$ cat config.mk
export PLATFORM = sky130hd
export DESIGN_NAME = alu_ctrl_pipe_flat
export DESIGN_NICKNAME = d
export VERILOG_FILES = /design/src/rtl/alu_ctrl_pipe_pkg.sv /design/src/rtl/alu_ctrl_pipe_if.sv /design/src/rtl/alu_ctrl_pipe_decode.sv /design/src/rtl/alu_ctrl_pipe.sv /design/src/flat_wrapper.sv
export SDC_FILE = /design/constraint.sdc
export NUM_CORES = 1
export LEC_CHECK = 0
export BUFFER_PORTS_ARGS = -buffer_cell sky130_fd_sc_hd__clkbuf_2
export CORE_AREA = 4 4 41 43
export CTS_CLUSTER_DIAMETER = 50
export DETAILED_ROUTE_END_ITERATION = 10
export DIE_AREA = 0 0 45 47
export PLACE_DENSITY = 0.66
export RECOVER_POWER = 50
export SKIP_LAST_GASP = 1
export SLEW_MARGIN = 40
export SYNTH_ARGS = -nofsm -noshare
export SYNTH_HDL_FRONTEND = slang
export SYNTH_SLANG_ARGS = --single-unit
$ cat constraint.sdc
create_clock -name clk -period 1.3 [get_ports clk]
set_input_delay 0.065 -clock clk [delete_from_list [all_inputs] [get_ports clk]]
set_output_delay 0.065 -clock clk [all_outputs]
set_load 0.01 [all_outputs]
$ cat src/rtl/alu_ctrl_pipe_pkg.sv
// Shared constants, FSM state type and the ALU control-word decode rules
// for the registered ALU control stage.
package alu_ctrl_pkg;

    localparam logic [2:0] ALUOP_RTYPE  = 3'b000;
    localparam logic [2:0] ALUOP_ITYPE  = 3'b001;
    localparam logic [2:0] ALUOP_BRANCH = 3'b010;
    localparam logic [2:0] ALUOP_JUMP   = 3'b011;

    localparam logic [2:0] GRP_BASE   = 3'b000;
    localparam logic [2:0] GRP_ALT    = 3'b001;
    localparam logic [2:0] GRP_BRANCH = 3'b010;
    localparam logic [2:0] GRP_JUMP   = 3'b011;
    localparam logic [2:0] GRP_MDU    = 3'b100;

    localparam int BASE_CTRL_W = 6;

    typedef enum logic {IDLE, BUSY} state_t;

    // f7[0] = funct7[5] (sub/sra), f7[1] = funct7[0] (M extension)
    function automatic logic [BASE_CTRL_W-1:0] decode_ctrl(input logic [2:0] alu_op,
                                                           input logic [2:0] f3,
                                                           input logic [1:0] f7);
        logic [BASE_CTRL_W-1:0] c;
        c = '0;
        case (alu_op)
            ALUOP_JUMP:   c = {GRP_JUMP, 3'b111};
            ALUOP_BRANCH: c = {GRP_BRANCH, f3};
            ALUOP_RTYPE: begin
                if (f7[1])      c = {GRP_MDU, f3};
                else if (f7[0]) c = {GRP_ALT, f3};
                else            c = {GRP_BASE, f3};
            end
            ALUOP_ITYPE: begin
                if (f3 == 3'b101 && f7[0]) c = {GRP_ALT, 3'b101};
                else                       c = {GRP_BASE, f3};
            end
            default: c = '0;
        endcase
        return c;
    endfunction

    function automatic logic is_mdu_op(input logic [2:0] alu_op, input logic [1:0] f7);
        return (alu_op == ALUOP_RTYPE) && f7[1];
    endfunction

endpackage

$ cat src/rtl/alu_ctrl_pipe_if.sv
// Decode-to-execute handshake bundle for alu_ctrl_pipe; slave is the block's view.
interface alu_ctrl_pipe_if #(
    parameter int CTRL_W = 6
);
    logic              flush_i;
    logic              in_valid_i;
    logic              in_ready_o;
    logic [2:0]        alu_op_i;
    logic [2:0]        func3_i;
    logic [1:0]        func7_i;
    logic              out_valid_o;
    logic              out_ready_i;
    logic [CTRL_W-1:0] alu_ctrl_o;
    logic              mdu_busy_o;
    logic              illegal_o;

    modport slave (
        input  flush_i, in_valid_i, alu_op_i, func3_i, func7_i, out_ready_i,
        output in_ready_o, out_valid_o, alu_ctrl_o, mdu_busy_o, illegal_o
    );

    modport master (
        output flush_i, in_valid_i, alu_op_i, func3_i, func7_i, out_ready_i,
        input  in_ready_o, out_valid_o, alu_ctrl_o, mdu_busy_o, illegal_o
    );
endinterface

$ cat src/rtl/alu_ctrl_pipe_decode.sv
// Pure combinational ALU control decode; flags M-extension ops for the pipe.
module alu_ctrl_decode
    import alu_ctrl_pkg::*;
(
    input  logic [2:0]             alu_op_i,
    input  logic [2:0]             func3_i,
    input  logic [1:0]             func7_i,
    output logic [BASE_CTRL_W-1:0] ctrl_o,
    output logic                   mdu_o
);
    assign ctrl_o = decode_ctrl(alu_op_i, func3_i, func7_i);
    assign mdu_o  = is_mdu_op(alu_op_i, func7_i);
endmodule

$ cat src/rtl/alu_ctrl_pipe.sv
// Registered ALU control stage with valid/ready on both sides.
// Define ALU_CTRL_MDU_EN to build the multi-cycle hold for multiply/divide ops.
module alu_ctrl_pipe
    import alu_ctrl_pkg::*;
#(
    parameter int CTRL_W  = 6,
    parameter int MUL_LAT = 3,
    parameter int DIV_LAT = 32
) (
    input  logic          clk,
    input  logic          reset,
    alu_ctrl_pipe_if.slave bus
);
    if (CTRL_W < BASE_CTRL_W) begin : g_bad_w
        $error("CTRL_W must be >= 6");
    end
    if (MUL_LAT < 1 || DIV_LAT < 1) begin : g_bad_lat
        $error("MUL_LAT and DIV_LAT must be >= 1");
    end

    logic [BASE_CTRL_W-1:0] dec_ctrl;
    logic                   dec_mdu;
    logic                   out_valid_q;
    logic                   illegal_q;
    logic [CTRL_W-1:0]      ctrl_q;
    logic                   idle;
    logic                   mdu_busy;
    logic                   accept;
    logic                   drain;

    alu_ctrl_decode u_dec (
        .alu_op_i (bus.alu_op_i),
        .func3_i  (bus.func3_i),
        .func7_i  (bus.func7_i),
        .ctrl_o   (dec_ctrl),
        .mdu_o    (dec_mdu)
    );

    assign drain          = out_valid_q & bus.out_ready_i;
    assign bus.in_ready_o = idle & (~out_valid_q | bus.out_ready_i) & ~bus.flush_i & ~reset;
    assign accept         = bus.in_valid_i & bus.in_ready_o;

`ifdef ALU_CTRL_MDU_EN
    localparam int MAX_LAT = (MUL_LAT > DIV_LAT) ? MUL_LAT : DIV_LAT;
    localparam int CNT_W   = (MAX_LAT > 1) ? $clog2(MAX_LAT) : 1;

    state_t           state_q;
    logic [CNT_W-1:0] cnt_q;
    logic             busy_q;

    always_ff @(posedge clk) begin
        if (reset) begin
            state_q     <= IDLE;
            cnt_q       <= '0;
            busy_q      <= 1'b0;
            out_valid_q <= 1'b0;
            ctrl_q      <= '0;
            illegal_q   <= 1'b0;
        end else if (bus.flush_i) begin
            state_q     <= IDLE;
            cnt_q       <= '0;
            busy_q      <= 1'b0;
            out_valid_q <= 1'b0;
        end else begin
            case (state_q)
                IDLE: begin
                    if (accept) begin
                        ctrl_q    <= CTRL_W'(dec_ctrl);
                        illegal_q <= 1'b0;
                        if (dec_mdu) begin
                            // func3[2] separates div/rem from the multiply group
                            state_q     <= BUSY;
                            cnt_q       <= bus.func3_i[2] ? CNT_W'(DIV_LAT - 1) : CNT_W'(MUL_LAT - 1);
                            busy_q      <= 1'b1;
                            out_valid_q <= 1'b0;
                        end else begin
                            out_valid_q <= 1'b1;
                        end
                    end else if (drain) begin
                        out_valid_q <= 1'b0;
                    end
                end
                BUSY: begin
                    if (cnt_q == '0) begin
                        state_q     <= IDLE;
                        busy_q      <= 1'b0;
                        out_valid_q <= 1'b1;
                    end else begin
                        cnt_q <= cnt_q - 1'b1;
                    end
                end
                default: state_q <= IDLE;
            endcase
        end
    end

    assign idle     = (state_q == IDLE);
    assign mdu_busy = busy_q;
`else
    // Without the MDU, M ops complete at once as an illegal op with a zero control word.
    always_ff @(posedge clk) begin
        if (reset) begin
            out_valid_q <= 1'b0;
            ctrl_q      <= '0;
            illegal_q   <= 1'b0;
        end else if (bus.flush_i) begin
            out_valid_q <= 1'b0;
        end else if (accept) begin
            ctrl_q      <= dec_mdu ? '0 : CTRL_W'(dec_ctrl);
            illegal_q   <= dec_mdu;
            out_valid_q <= 1'b1;
        end else if (drain) begin
            out_valid_q <= 1'b0;
        end
    end

    assign idle     = 1'b1;
    assign mdu_busy = 1'b0;
`endif

    assign bus.out_valid_o = out_valid_q;
    assign bus.alu_ctrl_o  = ctrl_q;
    assign bus.illegal_o   = illegal_q;
    assign bus.mdu_busy_o  = mdu_busy;

endmodule
$ cat src/flat_wrapper.sv
// flat-port wrapper written by rule: the top's interface ports become plain ports
module alu_ctrl_pipe_flat import alu_ctrl_pkg::*;
#(
    parameter int CTRL_W  = 6,
    parameter int MUL_LAT = 3,
    parameter int DIV_LAT = 32
)
  (clk, reset, bus_flush_i, bus_in_valid_i, bus_alu_op_i, bus_func3_i, bus_func7_i, bus_out_ready_i, bus_in_ready_o, bus_out_valid_o, bus_alu_ctrl_o, bus_mdu_busy_o, bus_illegal_o);
  alu_ctrl_pipe_if #(.CTRL_W(CTRL_W)) bus_i ();
  input  logic clk;
  input  logic reset;
  input wire logic [$bits(bus_i.flush_i)-1:0] bus_flush_i;
  input wire logic [$bits(bus_i.in_valid_i)-1:0] bus_in_valid_i;
  input wire logic [$bits(bus_i.alu_op_i)-1:0] bus_alu_op_i;
  input wire logic [$bits(bus_i.func3_i)-1:0] bus_func3_i;
  input wire logic [$bits(bus_i.func7_i)-1:0] bus_func7_i;
  input wire logic [$bits(bus_i.out_ready_i)-1:0] bus_out_ready_i;
  output wire logic [$bits(bus_i.in_ready_o)-1:0] bus_in_ready_o;
  output wire logic [$bits(bus_i.out_valid_o)-1:0] bus_out_valid_o;
  output wire logic [$bits(bus_i.alu_ctrl_o)-1:0] bus_alu_ctrl_o;
  output wire logic [$bits(bus_i.mdu_busy_o)-1:0] bus_mdu_busy_o;
  output wire logic [$bits(bus_i.illegal_o)-1:0] bus_illegal_o;
  assign bus_i.flush_i = bus_flush_i;
  assign bus_i.in_valid_i = bus_in_valid_i;
  assign bus_i.alu_op_i = bus_alu_op_i;
  assign bus_i.func3_i = bus_func3_i;
  assign bus_i.func7_i = bus_func7_i;
  assign bus_i.out_ready_i = bus_out_ready_i;
  assign bus_in_ready_o = bus_i.in_ready_o;
  assign bus_out_valid_o = bus_i.out_valid_o;
  assign bus_alu_ctrl_o = bus_i.alu_ctrl_o;
  assign bus_mdu_busy_o = bus_i.mdu_busy_o;
  assign bus_illegal_o = bus_i.illegal_o;
  alu_ctrl_pipe #(.CTRL_W(CTRL_W), .MUL_LAT(MUL_LAT), .DIV_LAT(DIV_LAT)) u_core (.clk(clk), .reset(reset), .bus(bus_i));
endmodule
==> flow_metrics.py <==
metrics = {
    "status": {
        "status": "finished clean",
    },
    "clocking": {
        "number_of_levels_the_h_tree_was_split_into": 1,
        "cts_buffers": 3,
        "numClockSinks": 8,
        "clock_tree_from_tritoncts": "done",
        "clockBufferDepth": 2,
        "clock_insertion_delay_worst_skew_ps": 250,
        "clk_tree_root_cell": "clkbuf_4",
        "clk_pin_slew_worst_paths_ps": 50,
        "hold_buffers": 0,
    },
    "placed_design": {
        "placedInstanceArea_sq_um": 537,
        "dpl.hpwl_um": 775,
        "placed_cells_incl_taps": 82,
        "placement.io_buffers": 21,
        "finalWeightedCongestion": 0.785,
    },
    "global_routing": {
        "grt_max_degree": 8,
        "grt_util_all_layers": 0.113,
        "number_of_global_route_vias_before_repair": 412,
        "grt-ovfl-total": 0,
        "grt_antenna_before_repair": 0,
        "wire_length_of_the_first_global_routing_pass_mm": 1.67,
    },
    "logic_synthesis": {
        "synth-async-reset-ratio": 0,
        "synth_edf_count": 0,
        "yosys_register_bits": 8,
        "synth_seq_area_share": 0.381,
        "post_synth.cell_area_avg_sq_um": 8.94,
        "mappedNetlistNets": 60,
        "ys_dominant_reg_cell": "dfxtp_1",
        "yosysUniqueCellTypes": 24,
        "mappedNetlistArea_sq_um": 420,
        "synth.yosys.warnings": 0,
        "synth_cells": 47,
    },
    "worst_setup_path": {
        "timing.critical_path.to_type": "output port",
        "critical-path-max-stage-delay_ps": 330,
        "path_class": "register to output port",
        "worst_r2r_dst": "u_core.bus.alu_ctrl_o[3]$_SDFFE_PP0P_",
        "cp_slowest_cell": "dfxtp_1",
        "critical_path_required_ps": 1240,
        "timing.critical_path.depth": 3,
        "path_cells": "nor2b_2 > nor2_1 > clkbuf_2",
        "r2r_setup_slack_ps": 290,
        "timing.critical_path.from_type": "register",
        "crit_family": "flip-flops",
        "worstPathMaxFanout": 4,
        "worstPathBufferInverterCount": 1,
        "r2r-start": "u_core.bus.out_valid_o$_SDFFE_PP0P_",
        "timing.critical_path.arrival_ps": 990,
        "worst-r2r-cell-count": 3,
    },
    "timing": {
        "max_fclk_mhz": 950,
        "rsz0062_at_grt": "no",
        "report.final.setup_viol": 0,
        "timing.final.crit_share": 0.810,
        "timing.final.max_slew_violations": 0,
        "worst_clock_skew_ps": 2.04,
        "final.setup.tns_ps": 0,
        "number_of_hold_slack_violations_in_the_final_timing_report": 0,
        "period_needed_ps": 1050,
    },
    "hold_path": {
        "hold_depth": 2,
        "worst_hold_startpoint": "reset",
        "hold_path_end": "u_core.bus.illegal_o$_SDFFE_PP0P_",
        "min_path_type": "input port to register",
    },
    "detailed_routing": {
        "vias_post_dr": 435,
        "drtAntennaViolNets": 0,
        "drt_iter0_drc": 2,
        "drt_drc_violations_left": 0,
        "viasPerCell": 5.12,
        "first_pass_iters": 3,
        "wl_um": 958,
        "route.detailed.wl_per_inst_um": 11.3,
    },
    "layout": {
        "final_cell_area_sq_um": 553,
        "finish.net_count": 85,
        "post_route_cells_drive_above_1_share": 0.286,
        "post_layout_nonfiller_instances": 85,
        "antennaDiodeCount": 0,
        "post_route_utilization": 0.425,
        "areaGrowthSynthToFinish_pct": 31.5,
    },
    "floorplanning": {
        "core_area_sq_um": 1300,
        "rows": 13,
        "fp.dieArea_sq_um": 2120,
        "initial_utilization": 0.323,
        "top_level_ports": 23,
        "die_width_um": 45,
        "die_y_um": 47,
    },
    "job": {
        "timing.max_cap.violations": 0,
    },
    "power_and_ir_drop": {
        "p_leak_nw": 0.231,
        "peakVddDrop_mv": 0.499,
        "power.density_cell_area_nw_per_um2": 976,
    },
}
## metrics by stage
stage	power [mW]	worst slack, ps	hold slack, ps
3_3_place_gp	0.358	310	320
2_1_floorplan	0.314	317	134
6_report	0.540	247	58.1
3_5_place_dp	0.359	275	324
5_1_grt	0.577	122	77.3
4_1_cts	0.544	136	55.7
## layout make-up
cell class / count / area, sq um
multi-input cells: 36 / 248
well taps: 15 / 18.8
inverters: 2 / 7.51
flip-flops and latches: 8 / 160
fillers: 149 / 748
repair buffers: 21 / 96.3
clock buffers: 3 / 22.5
## layout by cell type, fill, tap and decap left out, types with 2 or more instances in the layout
cell	synthesis	final
nand2_1	3	3
dfxtp_1	8	8
clkbuf_4	0	3
nor2_1	2	2
nor4b_1	2	2
inv_1	2	2
a21oi_1	3	3
clkbuf_1	0	7
nor3b_1	3	3
a2bb2oi_1	3	3
clkbuf_2	0	14
o31ai_1	3	3
nand4_1	3	3
## sequential cells by signal (all words and copies together), names as in the netlist
name / count
u_core.bus.alu_ctrl_o: 6
u_core.bus.out_valid_o: 1
u_core.bus.illegal_o: 1
## routing by layer
layer | track usage | wire (um) | share of wire
met5 | 0 | 0 | 0
met4 | 0.105 | 31 | 0.032
met3 | 0.0421 | 107 | 0.11
met2 | 0.150 | 351 | 0.37
met1 | 0.139 | 469 | 0.49
## cell families after synthesis
| kind of cell | share of synthesized area |
|---|---|
| buffers and inverters | 0.0357 |
| AND/OR/NAND/NOR | 0.384 |
| AO/OA/AOI/OAI | 0.190 |
| flip-flops | 0.381 |
| other | 0.00892 |
## where the power goes
group          switching (mW)  leakage (nW)  internal (mW)
Combinational          0.0494         0.152         0.0419
Sequential            0.00477        0.0653          0.256
Clock                  0.0822        0.0138          0.105
## worst max path at each step
| stage | from | endpoint | slack, ps |
|---|---|---|---|
| finish | u_core.bus.out_valid_o$_SDFFE_PP0P_ | bus_in_ready_o | 250 |
| global route | u_core.bus.out_valid_o$_SDFFE_PP0P_ | bus_in_ready_o | 120 |
| CTS | u_core.bus.out_valid_o$_SDFFE_PP0P_ | bus_in_ready_o | 140 |
| detailed placement | u_core.bus.out_valid_o$_SDFFE_PP0P_ | u_core.bus.alu_ctrl_o[3]$_SDFFE_PP0P_ | 280 |
| global placement | u_core.bus.out_valid_o$_SDFFE_PP0P_ | u_core.bus.alu_ctrl_o[3]$_SDFFE_PP0P_ | 310 |
| floorplan | u_core.bus.out_valid_o$_SDFFE_PP0P_ | u_core.bus.alu_ctrl_o[3]$_SDFFE_PP0P_ | 320 |
## what timing repair did
| item | CTS | global route |
|---|---|---|
| gates resized for setup | 0 | 1 |
| setup buffers | 0 | 0 |
| setup endpoints to repair | 0 | 1 |
## worst reg2reg max path, cell delays in order, from the launching register on
cell and delay [ps]:
dfxtp_1 310, nor2b_2 170, o311ai_0 280, o31ai_1 120
## Yosys cell counts, types with 2 or more instances
cell,number,area [sq um]
dfxtp_1,8,160
a21oi_1,3,15.0
a2bb2oi_1,3,26.3
nand2_1,3,11.3
nand4_1,3,18.8
nor3b_1,3,22.5
o31ai_1,3,22.5
inv_1,2,7.51
nor2_1,2,7.51
nor2b_1,2,12.5
nor4b_1,2,17.5
Note: power is estimated with default switching activity, not from simulation.
